### src/rtl/vga_pkg.sv
// Shared VGA timing constants, coordinate width and renderer colour constants.
// Colours are 8-bit BGR packed as {B[1:0], G[2:0], R[2:0]}.
package vga_pkg;

    localparam int COORD_W   = 11;

    localparam int H_VISIBLE = 640;
    localparam int H_FP      = 16;
    localparam int H_SYNC    = 96;
    localparam int H_BP      = 48;
    localparam int H_TOTAL   = H_VISIBLE + H_FP + H_SYNC + H_BP;

    localparam int V_VISIBLE = 480;
    localparam int V_FP      = 10;
    localparam int V_SYNC    = 2;
    localparam int V_BP      = 33;
    localparam int V_TOTAL   = V_VISIBLE + V_FP + V_SYNC + V_BP;

    localparam logic [7:0] COL_BLACK  = 8'h00;
    localparam logic [7:0] COL_GREEN  = 8'h38;
    localparam logic [7:0] COL_YELLOW = 8'h3F;
    localparam logic [7:0] COL_BLUE   = 8'hC0;

endpackage

### src/rtl/pixel_tick_div.sv
// Pixel-rate divider: o_tick is the combinational terminal count used to advance
// the counters, o_pix_en is the registered one-clk pulse on that same edge.
module pixel_tick_div #(
    parameter int CLK_DIV = 4
) (
    input  logic i_clk,
    input  logic i_rst_n,
    output logic o_tick,
    output logic o_pix_en
);

    localparam int CW = (CLK_DIV > 1) ? $clog2(CLK_DIV) : 1;
    localparam logic [CW-1:0] TC = CW'(CLK_DIV - 1);

    logic [CW-1:0] r_cnt;
    logic          r_pix_en;
    logic          w_tc;

    assign w_tc = (r_cnt == TC);

    always_ff @(posedge i_clk or negedge i_rst_n) begin
        if (!i_rst_n) begin
            r_cnt    <= '0;
            r_pix_en <= 1'b0;
        end else begin
            r_cnt    <= w_tc ? '0 : r_cnt + 1'b1;
            r_pix_en <= w_tc;
        end
    end

    assign o_tick   = w_tc;
    assign o_pix_en = r_pix_en;

endmodule

### src/rtl/vga_sync_gen.sv
// VGA timing generator: pixel coordinates, active-low syncs, blanking and frame pulse.
// Sync/blank flags are decoded from the next-state coordinates so they line up with xCoord/yCoord.
module vga_sync_gen #(
    parameter int CLK_DIV   = 4,
    parameter int H_VISIBLE = vga_pkg::H_VISIBLE,
    parameter int H_FP      = vga_pkg::H_FP,
    parameter int H_SYNC    = vga_pkg::H_SYNC,
    parameter int H_BP      = vga_pkg::H_BP,
    parameter int V_VISIBLE = vga_pkg::V_VISIBLE,
    parameter int V_FP      = vga_pkg::V_FP,
    parameter int V_SYNC    = vga_pkg::V_SYNC,
    parameter int V_BP      = vga_pkg::V_BP
) (
    input  logic                        clk,
    input  logic                        rst_n,
    output logic                        pix_en,
    output logic [vga_pkg::COORD_W-1:0] xCoord,
    output logic [vga_pkg::COORD_W-1:0] yCoord,
    output logic                        hsync,
    output logic                        vsync,
    output logic                        video_on,
    output logic                        frame_start
);

    import vga_pkg::*;

    localparam logic [COORD_W-1:0] HT       = COORD_W'(H_VISIBLE + H_FP + H_SYNC + H_BP);
    localparam logic [COORD_W-1:0] VT       = COORD_W'(V_VISIBLE + V_FP + V_SYNC + V_BP);
    localparam logic [COORD_W-1:0] HV       = COORD_W'(H_VISIBLE);
    localparam logic [COORD_W-1:0] VV       = COORD_W'(V_VISIBLE);
    localparam logic [COORD_W-1:0] HS_START = COORD_W'(H_VISIBLE + H_FP);
    localparam logic [COORD_W-1:0] HS_END   = COORD_W'(H_VISIBLE + H_FP + H_SYNC - 1);
    localparam logic [COORD_W-1:0] VS_START = COORD_W'(V_VISIBLE + V_FP);
    localparam logic [COORD_W-1:0] VS_END   = COORD_W'(V_VISIBLE + V_FP + V_SYNC - 1);

    logic [COORD_W-1:0] r_x;
    logic [COORD_W-1:0] r_y;
    logic               r_hsync;
    logic               r_vsync;
    logic               r_video_on;
    logic               r_frame_start;

    logic               w_tick;
    logic               w_pix_en;
    logic               w_x_wrap;
    logic               w_y_wrap;
    logic [COORD_W-1:0] w_x_next;
    logic [COORD_W-1:0] w_y_next;

    pixel_tick_div #(
        .CLK_DIV (CLK_DIV)
    ) u_div (
        .i_clk    (clk),
        .i_rst_n  (rst_n),
        .o_tick   (w_tick),
        .o_pix_en (w_pix_en)
    );

    assign w_x_wrap = (r_x == HT - 11'd1);
    assign w_y_wrap = (r_y == VT - 11'd1);
    assign w_x_next = w_x_wrap ? '0 : r_x + 11'd1;
    // y only moves on the x wrap, so x and y can never step independently
    assign w_y_next = !w_x_wrap ? r_y : (w_y_wrap ? '0 : r_y + 11'd1);

    always_ff @(posedge clk or negedge rst_n) begin
        if (!rst_n) begin
            r_x           <= '0;
            r_y           <= '0;
            r_hsync       <= 1'b1;
            r_vsync       <= 1'b1;
            r_video_on    <= 1'b0;
            r_frame_start <= 1'b0;
        end else if (w_tick) begin
            r_x           <= w_x_next;
            r_y           <= w_y_next;
            r_hsync       <= !((w_x_next >= HS_START) && (w_x_next <= HS_END));
            r_vsync       <= !((w_y_next >= VS_START) && (w_y_next <= VS_END));
            r_video_on    <= (w_x_next < HV) && (w_y_next < VV);
            r_frame_start <= w_x_wrap && w_y_wrap;
        end else begin
            r_frame_start <= 1'b0;
        end
    end

    assign pix_en      = w_pix_en;
    assign xCoord      = r_x;
    assign yCoord      = r_y;
    assign hsync       = r_hsync;
    assign vsync       = r_vsync;
    assign video_on    = r_video_on;
    assign frame_start = r_frame_start;

endmodule

### config.mk
export PLATFORM = sky130hd
export DESIGN_NAME = vga_sync_gen
export DESIGN_NICKNAME = d
export VERILOG_FILES = /design/src/rtl/vga_pkg.sv /design/src/rtl/pixel_tick_div.sv /design/src/rtl/vga_sync_gen.sv
export SDC_FILE = /design/constraint.sdc
export NUM_CORES = 1
export LEC_CHECK = 0
export BUFFER_PORTS_ARGS = -buffer_cell sky130_fd_sc_hd__buf_2
export CORE_MARGIN = 10
export CORE_UTILIZATION = 56
export DETAILED_ROUTE_END_ITERATION = 7
export GPL_TIMING_DRIVEN = 0
export MAX_ROUTING_LAYER = met4
export PLACE_DENSITY = 0.79
export REMOVE_ABC_BUFFERS = 1
export SLEW_MARGIN = 20
export SYNTH_ARGS = -nofsm -noshare
export SYNTH_HDL_FRONTEND = slang
export SYNTH_SLANG_ARGS = --single-unit
### constraint.sdc
create_clock -name clk -period 2.9 [get_ports clk]
set_input_delay 0.435 -clock clk [delete_from_list [all_inputs] [get_ports clk]]
set_output_delay 0.435 -clock clk [all_outputs]
set_load 0.01 [all_outputs]
==> reports/summary.txt, run 1 <==
status -> complete, no violations
LEAKAGE -> 0.8780 nW
starting density of the core -> 0.5927
Die H -> 77.31 um
Synth Area in Simple Gates -> 0.2469
dpl ws -> 0.1076 ns
Area contributors post-synth -> dfrtp_1 37%, xnor2_1 5.7%, nand2_1 4.1%, o21ai_0 3.8%, ha_1 3.4%
global route total overflow -> 0
CP max-delay cell -> or4_4
compound-gate portion of the synthesized area -> 0.1864
crit path launch type -> flip-flop
Layout Cells excl Fill -> 270
CP Cell Sequence -> or4_4 -> or3_1 -> a2111oi_4 -> a31oi_1 -> or3_1 -> o32a_1
fraction of power spent switching nets -> 0.1909
Yosys warning count -> 0
Final WS setup -> 0.1104 ns
fmax -> 0.3585 GHz
internal power -> 671.5 uW
CTS clock-pin slew for the worst setup and hold paths -> 0.10 ns
clock skew -> 0.008530 ns
worst vdd ir -> 0.3744 mV
most frequent CP cell -> or3_1
largest family of logic cells by synthesized area -> simple AND/OR/NAND/NOR gates
Sw Pwr -> 158.4 uW
Max-Cap Viols -> 0
Cell Area, Synth -> 1839 sq um
EDFF count, synth -> 0
via count -> 1642
sequential share of power -> 0.487
CTS tree -> done
Ant. Diodes -> 0
cell count after synthesis -> 203
crit path kind -> flip-flop to flip-flop
Rows -> 20
GP Congestion -> 0.9055
share of the synthesized area in the top cell type -> 0.3673
Cell Pwr Density -> 395.5 nW/um^2
IO Count -> 29
first-pass GRT wire length -> 7.776 mm
ys async rst share -> 1.000
CP Data Arrival Time -> 3.05 ns
GR Util All Layers -> 0.1589
# DRC -> 0
vias in the first global route -> 1661
fraction of layout cells with a size suffix above 1 -> 0.2345
Mapped Avg Cell Area -> 9.060 sq um
die footprint -> 5977 sq um
XOR/XNOR share of the synthesized area -> 0.05714
IO Port Bufs -> 28
adder-cell area share of the yosys netlist -> 0.03946
Longest Clk Path Bufs -> 2
clock network power share -> 0.503
Sink Count -> 29
FF+latch count, synth -> 29
Period minus WS final -> 2.790 ns
drt initial violations -> 239
clk_lat worst skew -> 0.33 ns
largest net degree at the start of global routing -> 30
Cells after DPL -> 258
final WL -> 4.448 mm
hold_buf cts -> 0
number of H-tree levels -> 2
Critical Path RT -> 3.16 ns
1st-pass router iterations -> 4
unique cell type count in the Yosys netlist -> 49
CTS Buf Count -> 5
post-DR wirelength/cell -> 16.47 um
Final Hold Viols -> 0
Tot Pwr -> 829.9 uW
area grow syn2layout -> 14.08%
Slew Limit Headroom -> 0.4049
top post-synthesis cells by count -> 27 x dfrtp_1, 20 x nand2_1, 14 x o21ai_0
Crit Path Max Fanout -> 10
Slew Limit Fails -> 0
Final nets -> 232
Detail Route Antenna Nets -> 0
smallest hold slack -> 0.1174 ns
top-count cell post-synth -> dfrtp_1
top_reg_cell synth -> dfrtp_1
initial antenna violation count -> 0
Crit. End Element -> flip-flop
actual slew at the worst max-slew pin -> 0.8927 ns
Final Setup Violations -> 0
crit-path max cell delay -> 0.64 ns
Comb power frac -> 0.010
final worst-path cycle share -> 0.9619
die width -> 77.31 um
Min-Delay Path Class -> input port to async pin
DP HPWL -> 3.106 mm
mux cell area share after synthesis -> 0.01156
core footprint -> 3103 sq um
Yosys top cell by area -> dfrtp_1
sequential share of the synthesized area -> 0.3959
root buffer cell -> clkbuf_4
vias per cell -> 6.081
## timing repair
action                                  4_1_cts  5_1_grt
hold endpoints to repair                      0        0
endpoints found under the setup margin        0        9
resized for setup                             0        2
buffers inserted                              0        4
## registers in the layout, indices dropped and copies added, names as in the netlist
register / count
u_div.o_pix_en: 1
hsync: 1
frame_start: 1
vsync: 1
video_on: 1
xCoord: 11
yCoord: 11
u_div.r_cnt: 2
## cells in the final DEF (no fill, tap or decap), drive strengths merged, types with 2 or more instances in the layout
cell / instances
nand2b: 2
nor2: 13
nand3: 11
nor3: 4
a21oi: 7
or3: 2
nor4: 3
inv: 7
a31oi: 2
ha: 5
nor2b: 3
nand4: 8
o41ai: 2
nand2: 20
buf: 32
or4: 3
and3: 4
o311a: 2
bufinv: 2
o31ai: 8
nand4b: 2
xnor2: 12
clkbuf: 5
dfstp: 2
or2: 3
dfrtp: 27
o21ai: 17
## worst max-delay path: cells and delay by family (launching register included)
| kind | cells | cell delay, ns |
|---|---|---|
| compound gates | 3 | 0.70 |
| flops | 1 | 0.51 |
| simple gates | 3 | 1.51 |
## power groups by stage
stage	Combinational (mW)	Clock (mW)	Sequential [mW]
global route	0.0100	0.446	0.404
CTS	0.00893	0.423	0.404
floorplan	0.000000278	0	0.412
global placement	0.00849	0	0.412
finish	0.00823	0.417	0.404
detailed placement	0.00896	0	0.412
## metrics by stage
stage	instance area, sq um	utilization	setup TNS, ns
floorplan	1750	-	0
global placement	1946	0.6270	-0.2327
detailed placement	1951	0.6286	0
CTS	2053	0.6617	0
global route	2098	0.6762	-0.002667
finish	2098	0.6762	0
## final timing paths
kind / slack [ns] / end / startpoint / cells after the start
hold reg to reg: 0.44 / u_div.r_cnt[0]$_DFF_PN0_ / u_div.r_cnt[0]$_DFF_PN0_ / 1
setup reg to reg: 0.11 / vsync$_DFFE_PN1P_ / xCoord[5]$_DFFE_PN0P_ / 6
setup / recovery: 0.11 / vsync$_DFFE_PN1P_ / xCoord[5]$_DFFE_PN0P_ / 6
hold / removal: 0.12 / yCoord[9]$_DFFE_PN0P_ / rst_n / 1
min in group clk: 0.44 / u_div.r_cnt[0]$_DFF_PN0_ / u_div.r_cnt[0]$_DFF_PN0_ / 1
max in group asynchronous: 2.35 / xCoord[7]$_DFFE_PN0P_ / rst_n / 1
## metal layers
layer | routed length, um | vias to the layer above | GRT usage | part of all wire
met4 | 108 | 0 | 0.08029 | 0.024
met5 | 0 | - | - | 0
met1 | 1824 | 759 | 0.1777 | 0.41
met3 | 318 | 11 | 0.04196 | 0.071
met2 | 2197 | 93 | 0.2559 | 0.49
li1 | - | 779 | - | -
## cells by family (layout without fill, tap and decap cells)
logic type,after synthesis,in the layout
muxes,2,2
DFF,29,29
adders and majority gates,6,6
and+or+nand+nor,83,83
AOI/OAI and AO/OA,47,47
xor gates and xnor gates,12,12
buffers and inverters,24,47
## cell type report
type                       count  area (sq um)
clock buffer                   5         37.54
clock inverter                 3         65.06
fill                         278          1005
inverter                       7         26.28
multi-input combinational    150          1016
sequential                    29         728.2
tap                           44         55.05
timing repair buffer          32         170.2
Note: power is estimated with default switching activity, not from simulation.
==> run 2: changes to the inputs <==
--- a/config.mk
+++ b/config.mk
@@ -6,14 +6,16 @@
 export NUM_CORES = 1
 export LEC_CHECK = 0
 export BUFFER_PORTS_ARGS = -buffer_cell sky130_fd_sc_hd__buf_2
-export CORE_MARGIN = 10
+export CORE_MARGIN = 2
 export CORE_UTILIZATION = 56
 export DETAILED_ROUTE_END_ITERATION = 7
 export GPL_TIMING_DRIVEN = 0
+export HOLD_SLACK_MARGIN = 0.08
 export MAX_ROUTING_LAYER = met4
 export PLACE_DENSITY = 0.79
 export REMOVE_ABC_BUFFERS = 1
 export SLEW_MARGIN = 20
 export SYNTH_ARGS = -nofsm -noshare
 export SYNTH_HDL_FRONTEND = slang
+export SYNTH_HIERARCHICAL = 1
 export SYNTH_SLANG_ARGS = --single-unit
==> run 2 against run 1 <==
  * Clock skew about the same
  * Wire length down 7.5%
  * Worst setup slack improved by 0.14 ns
  * Worst hold slack got worse by 0.022 ns
  * First-iteration DRC count shrank 64%
  * Sequential cell count unchanged
==> reports/summary.txt, run 2 <==
clock network power share -> 0.407
Tot Pwr -> 694.9 uW
vias per cell -> 6.015
IO Count -> 29
worst reg2reg path startpoint -> u_div/r_cnt[0]$_DFF_PN0_
Cell Pwr Density -> 342.8 nW/um^2
most frequent cells in the layout -> 28 x nand2_1, 28 x buf_2, 27 x dfrtp_1
clk_lat worst skew -> 0.34 ns
CTS clock-pin slew for the worst setup and hold paths -> 0.10 ns
unique cell type count in the Yosys netlist -> 49
Detail Route Antenna Nets -> 0
actual slew at the worst max-slew pin -> 0.8935 ns
Final nets -> 234
global route total overflow -> 0
internal power -> 544.9 uW
uppermost layer routed -> met4
largest net degree at the start of global routing -> 30
LEAKAGE -> 0.8513 nW
Synth Area in Simple Gates -> 0.2653
Critical Path RT -> 3.13 ns
number of H-tree levels -> 2
Area contributors post-synth -> dfrtp_1 37%, nand2_1 5.8%, o21ai_0 5.2%, xnor2_1 4.3%, ha_1 3.4%
adder-cell area share of the yosys netlist -> 0.03975
Rows -> 20
# DRC -> 0
WL met3 -> 248 um
Layout fillers -> 276
r2r setup slk -> 0.25 ns
Cells after DPL -> 264
Crit Path Max Fanout -> 25
top-count cell post-synth -> nand2_1
drt initial violations -> 87
Final Hold Viols -> 0
crit path kind -> flip-flop to flip-flop
area of the multi-input gates -> 1011 sq um
sequential share of the synthesized area -> 0.3989
CP max-delay cell -> ha_1
Crit. End Element -> flip-flop
core footprint -> 3078 sq um
largest family of logic cells by synthesized area -> simple AND/OR/NAND/NOR gates
Period minus WS final -> 2.647 ns
top post-synthesis cells by count -> 28 x nand2_1, 27 x dfrtp_1, 19 x o21ai_0
Slew Limit Headroom -> 0.4043
RSZ-0062 raised after global routing -> no
compound-gate portion of the synthesized area -> 0.1789
Die H -> 61.10 um
Comb power frac -> 0.011
DP HPWL -> 2.790 mm
fraction of power spent switching nets -> 0.2159
met2 routed WL -> 1.842 mm
Layout Cells excl Fill -> 272
GR Util All Layers -> 0.2602
family with the most delay on the worst path -> adder cells
fmax -> 0.3777 GHz
crit-path max cell delay -> 0.75 ns
RR Endpoint -> video_on$_DFFE_PN0P_
WP buf/inv -> 1
Setup Buffers After CTS -> 0
starting density of the core -> 0.5931
CP Cell Sequence -> ha_1 -> inv_1 -> or3_1 -> a21oi_1 -> a21o_1 -> a31oi_1 -> o41ai_2
fraction of layout cells with a size suffix above 1 -> 0.2105
1st-pass router iterations -> 4
CTS Buf Count -> 5
Cell Area, Synth -> 1826 sq um
mux cell area share after synthesis -> 0.005483
Worst Reg2Reg Path Length in Cells -> 7
final WL -> 4.113 mm
Max-Cap Viols -> 0
Setup TNS -> 0 ns
Yosys warning count -> 6
Util after Layout -> 0.6585
sequential share of power -> 0.582
CP Data Arrival Time -> 2.88 ns
Sw Pwr -> 150.0 uW
root buffer cell -> clkbuf_4
Min-Delay Path Class -> input port to async pin
clock skew -> 0.008681 ns
via count -> 1636
hold_buf cts -> 0
final worst-path cycle share -> 0.9129
Ant. Diodes -> 0
PostCTS Resize Cnt -> 0
Slew Limit Fails -> 0
vias in the first global route -> 1494
top_reg_cell synth -> dfrtp_1
Final Setup Violations -> 0
Yosys top cell by area -> dfrtp_1
share of the synthesized area in the top cell type -> 0.3701
Longest Clk Path Bufs -> 2
crit path launch type -> flip-flop
die width -> 61.10 um
GP Congestion -> 0.9268
status -> complete, no violations
wl on met1 -> 1.952 mm
Mapped Avg Cell Area -> 8.776 sq um
ys async rst share -> 1.000
first-pass GRT wire length -> 6.824 mm
IO Port Bufs -> 28
register area -> 728.2 sq um
initial antenna violation count -> 0
XOR/XNOR share of the synthesized area -> 0.05757
CTS tree -> done
area grow syn2layout -> 11.03%
FF+latch count, synth -> 29
worst vdd ir -> 0.2759 mV
post-DR wirelength/cell -> 15.12 um
die footprint -> 3733 sq um
cell count after synthesis -> 208
Sink Count -> 29
EDFF count, synth -> 0
run 2: changes by cell type in the layout (fill, tap and decap cells not counted), moves of 3 or more:
cell,before,now
a31oi_1,2,6
buf_4,4,0
nand2_1,20,28
nand4_1,8,5
nor2_1,13,9
nor3_1,3,7
nor4_1,2,6
o21ai_0,14,19
o31ai_1,8,5
xnor2_1,12,9
xor2_1,0,3
run 2: cell type report:
| class | count | share of cell area |
|---|---|---|
| multi-input combinational | 157 | 0.4988 |
| sequential | 29 | 0.3593 |
| timing repair buffer | 28 | 0.06914 |
| clock buffer | 7 | 0.03210 |
| tap | 44 | 0.02716 |
| inverter | 6 | 0.01111 |
| clock inverter | 1 | 0.002469 |
run 2: worst register-to-register path: cells and delay by family, from the launching register on:
kind                       cells  cell delay (ns)
adders and majority gates      1             0.75
DFF                            1             0.36
AOI/OAI and AO/OA              4             0.63
and+or+nand+nor                1             0.40
buffers and inverters          1             0.40
run 2: kinds of logic after synthesis:
group           Yosys count
buf+inv                  22
xor+xnor                 12
simple gates             88
fa+ha+maj                 6
flops                    29
mux                       1
compound gates           50
run 2: how the worst max path moves through the flow:
stage	startpoint	cells past startpoint	endpoint	slack, ns
final	u_div/r_cnt[0]$_DFF_PN0_	7	video_on$_DFFE_PN0P_	0.25
after CTS	xCoord[1]$_DFFE_PN0P_	7	vsync$_DFFE_PN1P_	0.15
after global placement	xCoord[1]$_DFFE_PN0P_	7	vsync$_DFFE_PN1P_	0.20
after global routing	u_div/r_cnt[0]$_DFF_PN0_	7	video_on$_DFFE_PN0P_	0.04
after floorplan	xCoord[1]$_DFFE_PN0P_	5	yCoord[10]$_DFFE_PN0P_	0.51
after detailed placement	xCoord[1]$_DFFE_PN0P_	7	vsync$_DFFE_PN1P_	0.19
run 2: per-layer routing:
layer  global-route usage  vias up
met5                    -        -
met3              0.06303        6
met1               0.3491      777
li1                     -      800
met2               0.3678       53
met4               0.1273        0
run 2: through the flow:
step	hold WS [ns]	worst slack [ns]	cell area (sq um)
after floorplan	0.1394	0.5094	1749
after global placement	0.4161	0.1981	1944
after detailed placement	0.4250	0.1918	1944
after CTS	0.1147	0.1500	2014
after global routing	0.1330	0.03848	2027
final	0.09590	0.2526	2027
run 2: power by group through the flow:
stage,clock (mW),combinational (mW),sequential (mW)
final,0.283,0.00772,0.404
after detailed placement,0,0.00858,0.412
after CTS,0.292,0.00855,0.404
after floorplan,0,0.000000291,0.412
after global routing,0.310,0.00953,0.404
after global placement,0,0.00849,0.412
==> run 3: changes to the inputs <==
--- a/config.mk
+++ b/config.mk
@@ -5,14 +5,15 @@
 export SDC_FILE = /design/constraint.sdc
 export NUM_CORES = 1
 export LEC_CHECK = 0
+export ABC_AREA = 1
 export BUFFER_PORTS_ARGS = -buffer_cell sky130_fd_sc_hd__buf_2
 export CORE_MARGIN = 2
-export CORE_UTILIZATION = 56
+export CORE_UTILIZATION = 57
 export DETAILED_ROUTE_END_ITERATION = 7
 export GPL_TIMING_DRIVEN = 0
 export HOLD_SLACK_MARGIN = 0.08
 export MAX_ROUTING_LAYER = met4
-export PLACE_DENSITY = 0.79
+export PLACE_DENSITY = 0.8
 export REMOVE_ABC_BUFFERS = 1
 export SLEW_MARGIN = 20
 export SYNTH_ARGS = -nofsm -noshare
==> run 3 against run 2 <==
  * Worst hold slack improved by 0.0094 ns
  * Clock skew increased by 0.012 ns
  * Critical endpoint is now yCoord[2]$_DFFE_PN0P_
  * Combinational power increased by 4.8%
==> reports/summary.txt, run 3 <==
core footprint -> 3311 sq um
top-count cell post-synth -> nand2_1
Comb power frac -> 0.011
CTS tree -> done
final worst-path cycle share -> 0.8851
Crit. End Element -> flip-flop
fmax -> 0.3896 GHz
Util after Layout -> 0.6674
IO Count -> 29
Final Setup Violations -> 0
first-pass GRT wire length -> 7.569 mm
Ant. Diodes -> 0
Final WS setup -> 0.3331 ns
Area contributors post-synth -> dfrtp_1 35%, nand2_1 19%, inv_1 6.6%, nand3_1 6.4%, o21ai_0 5.4%
PostCTS Resize Cnt -> 0
Die H -> 62.37 um
Final Hold Viols -> 0
internal power -> 610.5 uW
1st-pass router iterations -> 4
drt initial violations -> 136
sequential share of power -> 0.528
GP Congestion -> 0.9104
FF+latch count, synth -> 29
Detail Route Antenna Nets -> 0
status -> complete, no violations
die width -> 62.37 um
CTS Buf Count -> 5
number of H-tree levels -> 2
clock network power share -> 0.461
via count -> 1861
Sw Pwr -> 154.6 uW
EDFF count, synth -> 0
Rows -> 21
CP Data Arrival Time -> 2.79 ns
Setup TNS -> 0 ns
clock skew -> 0.02081 ns
Max-Cap Viols -> 0
unique cell type count in the Yosys netlist -> 28
ys async rst share -> 1.000
Period minus WS final -> 2.567 ns
RSZ-0062 raised after global routing -> no
post-DR wirelength/cell -> 11.81 um
# DRC -> 0
fraction of layout cells with a size suffix above 1 -> 0.1879
Crit Path Max Fanout -> 36
dpl ws -> 0.3809 ns
Layout Cells excl Fill -> 360
Yosys top cell by area -> dfrtp_1
fraction of power spent switching nets -> 0.2020
crit path launch type -> flip-flop
IO Port Bufs -> 28
share of the synthesized area in the top cell type -> 0.3479
GR Util All Layers -> 0.2522
Yosys warning count -> 6
CTS clock-pin slew for the worst setup and hold paths -> 0.11 ns
Cell Area, Synth -> 1942 sq um
vias per cell -> 5.169
clk_lat worst skew -> 0.34 ns
die footprint -> 3889 sq um
top_reg_cell synth -> dfrtp_1
most frequent cells in the layout -> 99 x nand2_1, 34 x inv_1, 28 x buf_2
Slew Limit Fails -> 0
largest net degree at the start of global routing -> 37
Final nets -> 320
actual slew at the worst max-slew pin -> 0.8833 ns
crit path kind -> flip-flop to flip-flop
Cell Pwr Density -> 346.3 nW/um^2
Mapped Avg Cell Area -> 6.886 sq um
Min-Delay Path Class -> input port to async pin
global route total overflow -> 0
root buffer cell -> clkbuf_4
area grow syn2layout -> 13.79%
starting density of the core -> 0.5865
final WL -> 4.253 mm
vias in the first global route -> 1616
hold_buf cts -> 0
Setup Buffers After CTS -> 0
sequential share of the synthesized area -> 0.3750
DP HPWL -> 3.093 mm
worst vdd ir -> 0.3208 mV
Cells after DPL -> 352
top post-synthesis cells by count -> 99 x nand2_1, 34 x inv_1, 27 x dfrtp_1
Sink Count -> 29
LEAKAGE -> 1.164 nW
smallest hold slack -> 0.1053 ns
commonest non-fill, non-tap cell in the layout -> nand2_1
Slew Limit Headroom -> 0.4075
cell count after synthesis -> 282
Critical Path RT -> 3.13 ns
initial antenna violation count -> 0
Longest Clk Path Bufs -> 2
==> run 3: cell count changes after synthesis, sizes merged, moves of 8 or more <==
cell	before	now
nor2	10	37
inv	6	35
nand2	29	105
xnor2	9	1
nand3	12	27
==> run 3: area by class of cell <==
| type | instances | area (sq um) |
|---|---|---|
| fill | 314 | 1101 |
| timing repair buffer | 28 | 140.1 |
| multi-input combinational | 213 | 1064 |
| clock buffer | 7 | 55.05 |
| tap | 46 | 57.56 |
| inverter | 36 | 135.1 |
| sequential | 29 | 728.2 |
| clock inverter | 1 | 30.03 |
==> run 3: metal layers <==
| metal | track usage | vias up | part of all wire |
|---|---|---|---|
| li1 | - | 958 | - |
| met1 | 0.3560 | 837 | 0.49 |
| met2 | 0.3587 | 61 | 0.43 |
| met3 | 0.05797 | 5 | 0.072 |
| met4 | 0.08611 | 0 | 0.011 |
| met5 | - | - | 0 |
==> run 3: critical path: stages, from the launching register on <==
cell and delay (ns):
dfrtp_1 0.37, ha_1 0.53, clkinv_1 0.88, nor3_1 0.49
a21oi_1 0.07, nand2_1 0.08, inv_1 0.04
==> run 3: cell families (layout without fill, tap and decap cells) <==
logic type | Yosys count | after routing | synth area share
DFF | 29 | 29 | 0.3750
buffers and inverters | 40 | 72 | 0.07731
AOI/OAI and AO/OA | 26 | 26 | 0.07152
xor gates and xnor gates | 2 | 2 | 0.009022
and+or+nand+nor | 180 | 180 | 0.4349
adders and majority gates | 5 | 5 | 0.03222
==> run 3: final timing paths <==
check                      slack (ns)  depth (start not counted)                       end                      from
max                              0.33                          6     yCoord[2]$_DFFE_PN0P_  u_div/r_cnt[0]$_DFF_PN0_
min in group clk                 0.45                          1  u_div/r_cnt[0]$_DFF_PN0_  u_div/r_cnt[0]$_DFF_PN0_
max in group asynchronous        2.36                          1     yCoord[2]$_DFFE_PN0P_                     rst_n
min                              0.11                          1     yCoord[0]$_DFFE_PN0P_                     rst_n
min reg2reg                      0.45                          1  u_div/r_cnt[0]$_DFF_PN0_  u_div/r_cnt[0]$_DFF_PN0_
max reg2reg                      0.33                          6     yCoord[2]$_DFFE_PN0P_  u_div/r_cnt[0]$_DFF_PN0_
==> run 3: per-stage QoR <==
stage | area [sq um] | power (mW)
after floorplan | 1927 | 0.4122
after global placement | 2125 | 0.4209
after detailed placement | 2125 | 0.4208
after CTS | 2210 | 0.7768
after global routing | 2210 | 0.7996
final | 2210 | 0.7651
==> run 3: power groups by stage <==
stage | logic [mW] | registers, mW | clock network, mW
floorplan | 0.000000601 | 0.412 | 0
global placement | 0.00879 | 0.412 | 0
detailed placement | 0.00876 | 0.412 | 0
CTS | 0.00882 | 0.404 | 0.364
global route | 0.0103 | 0.404 | 0.385
finish | 0.00809 | 0.404 | 0.353
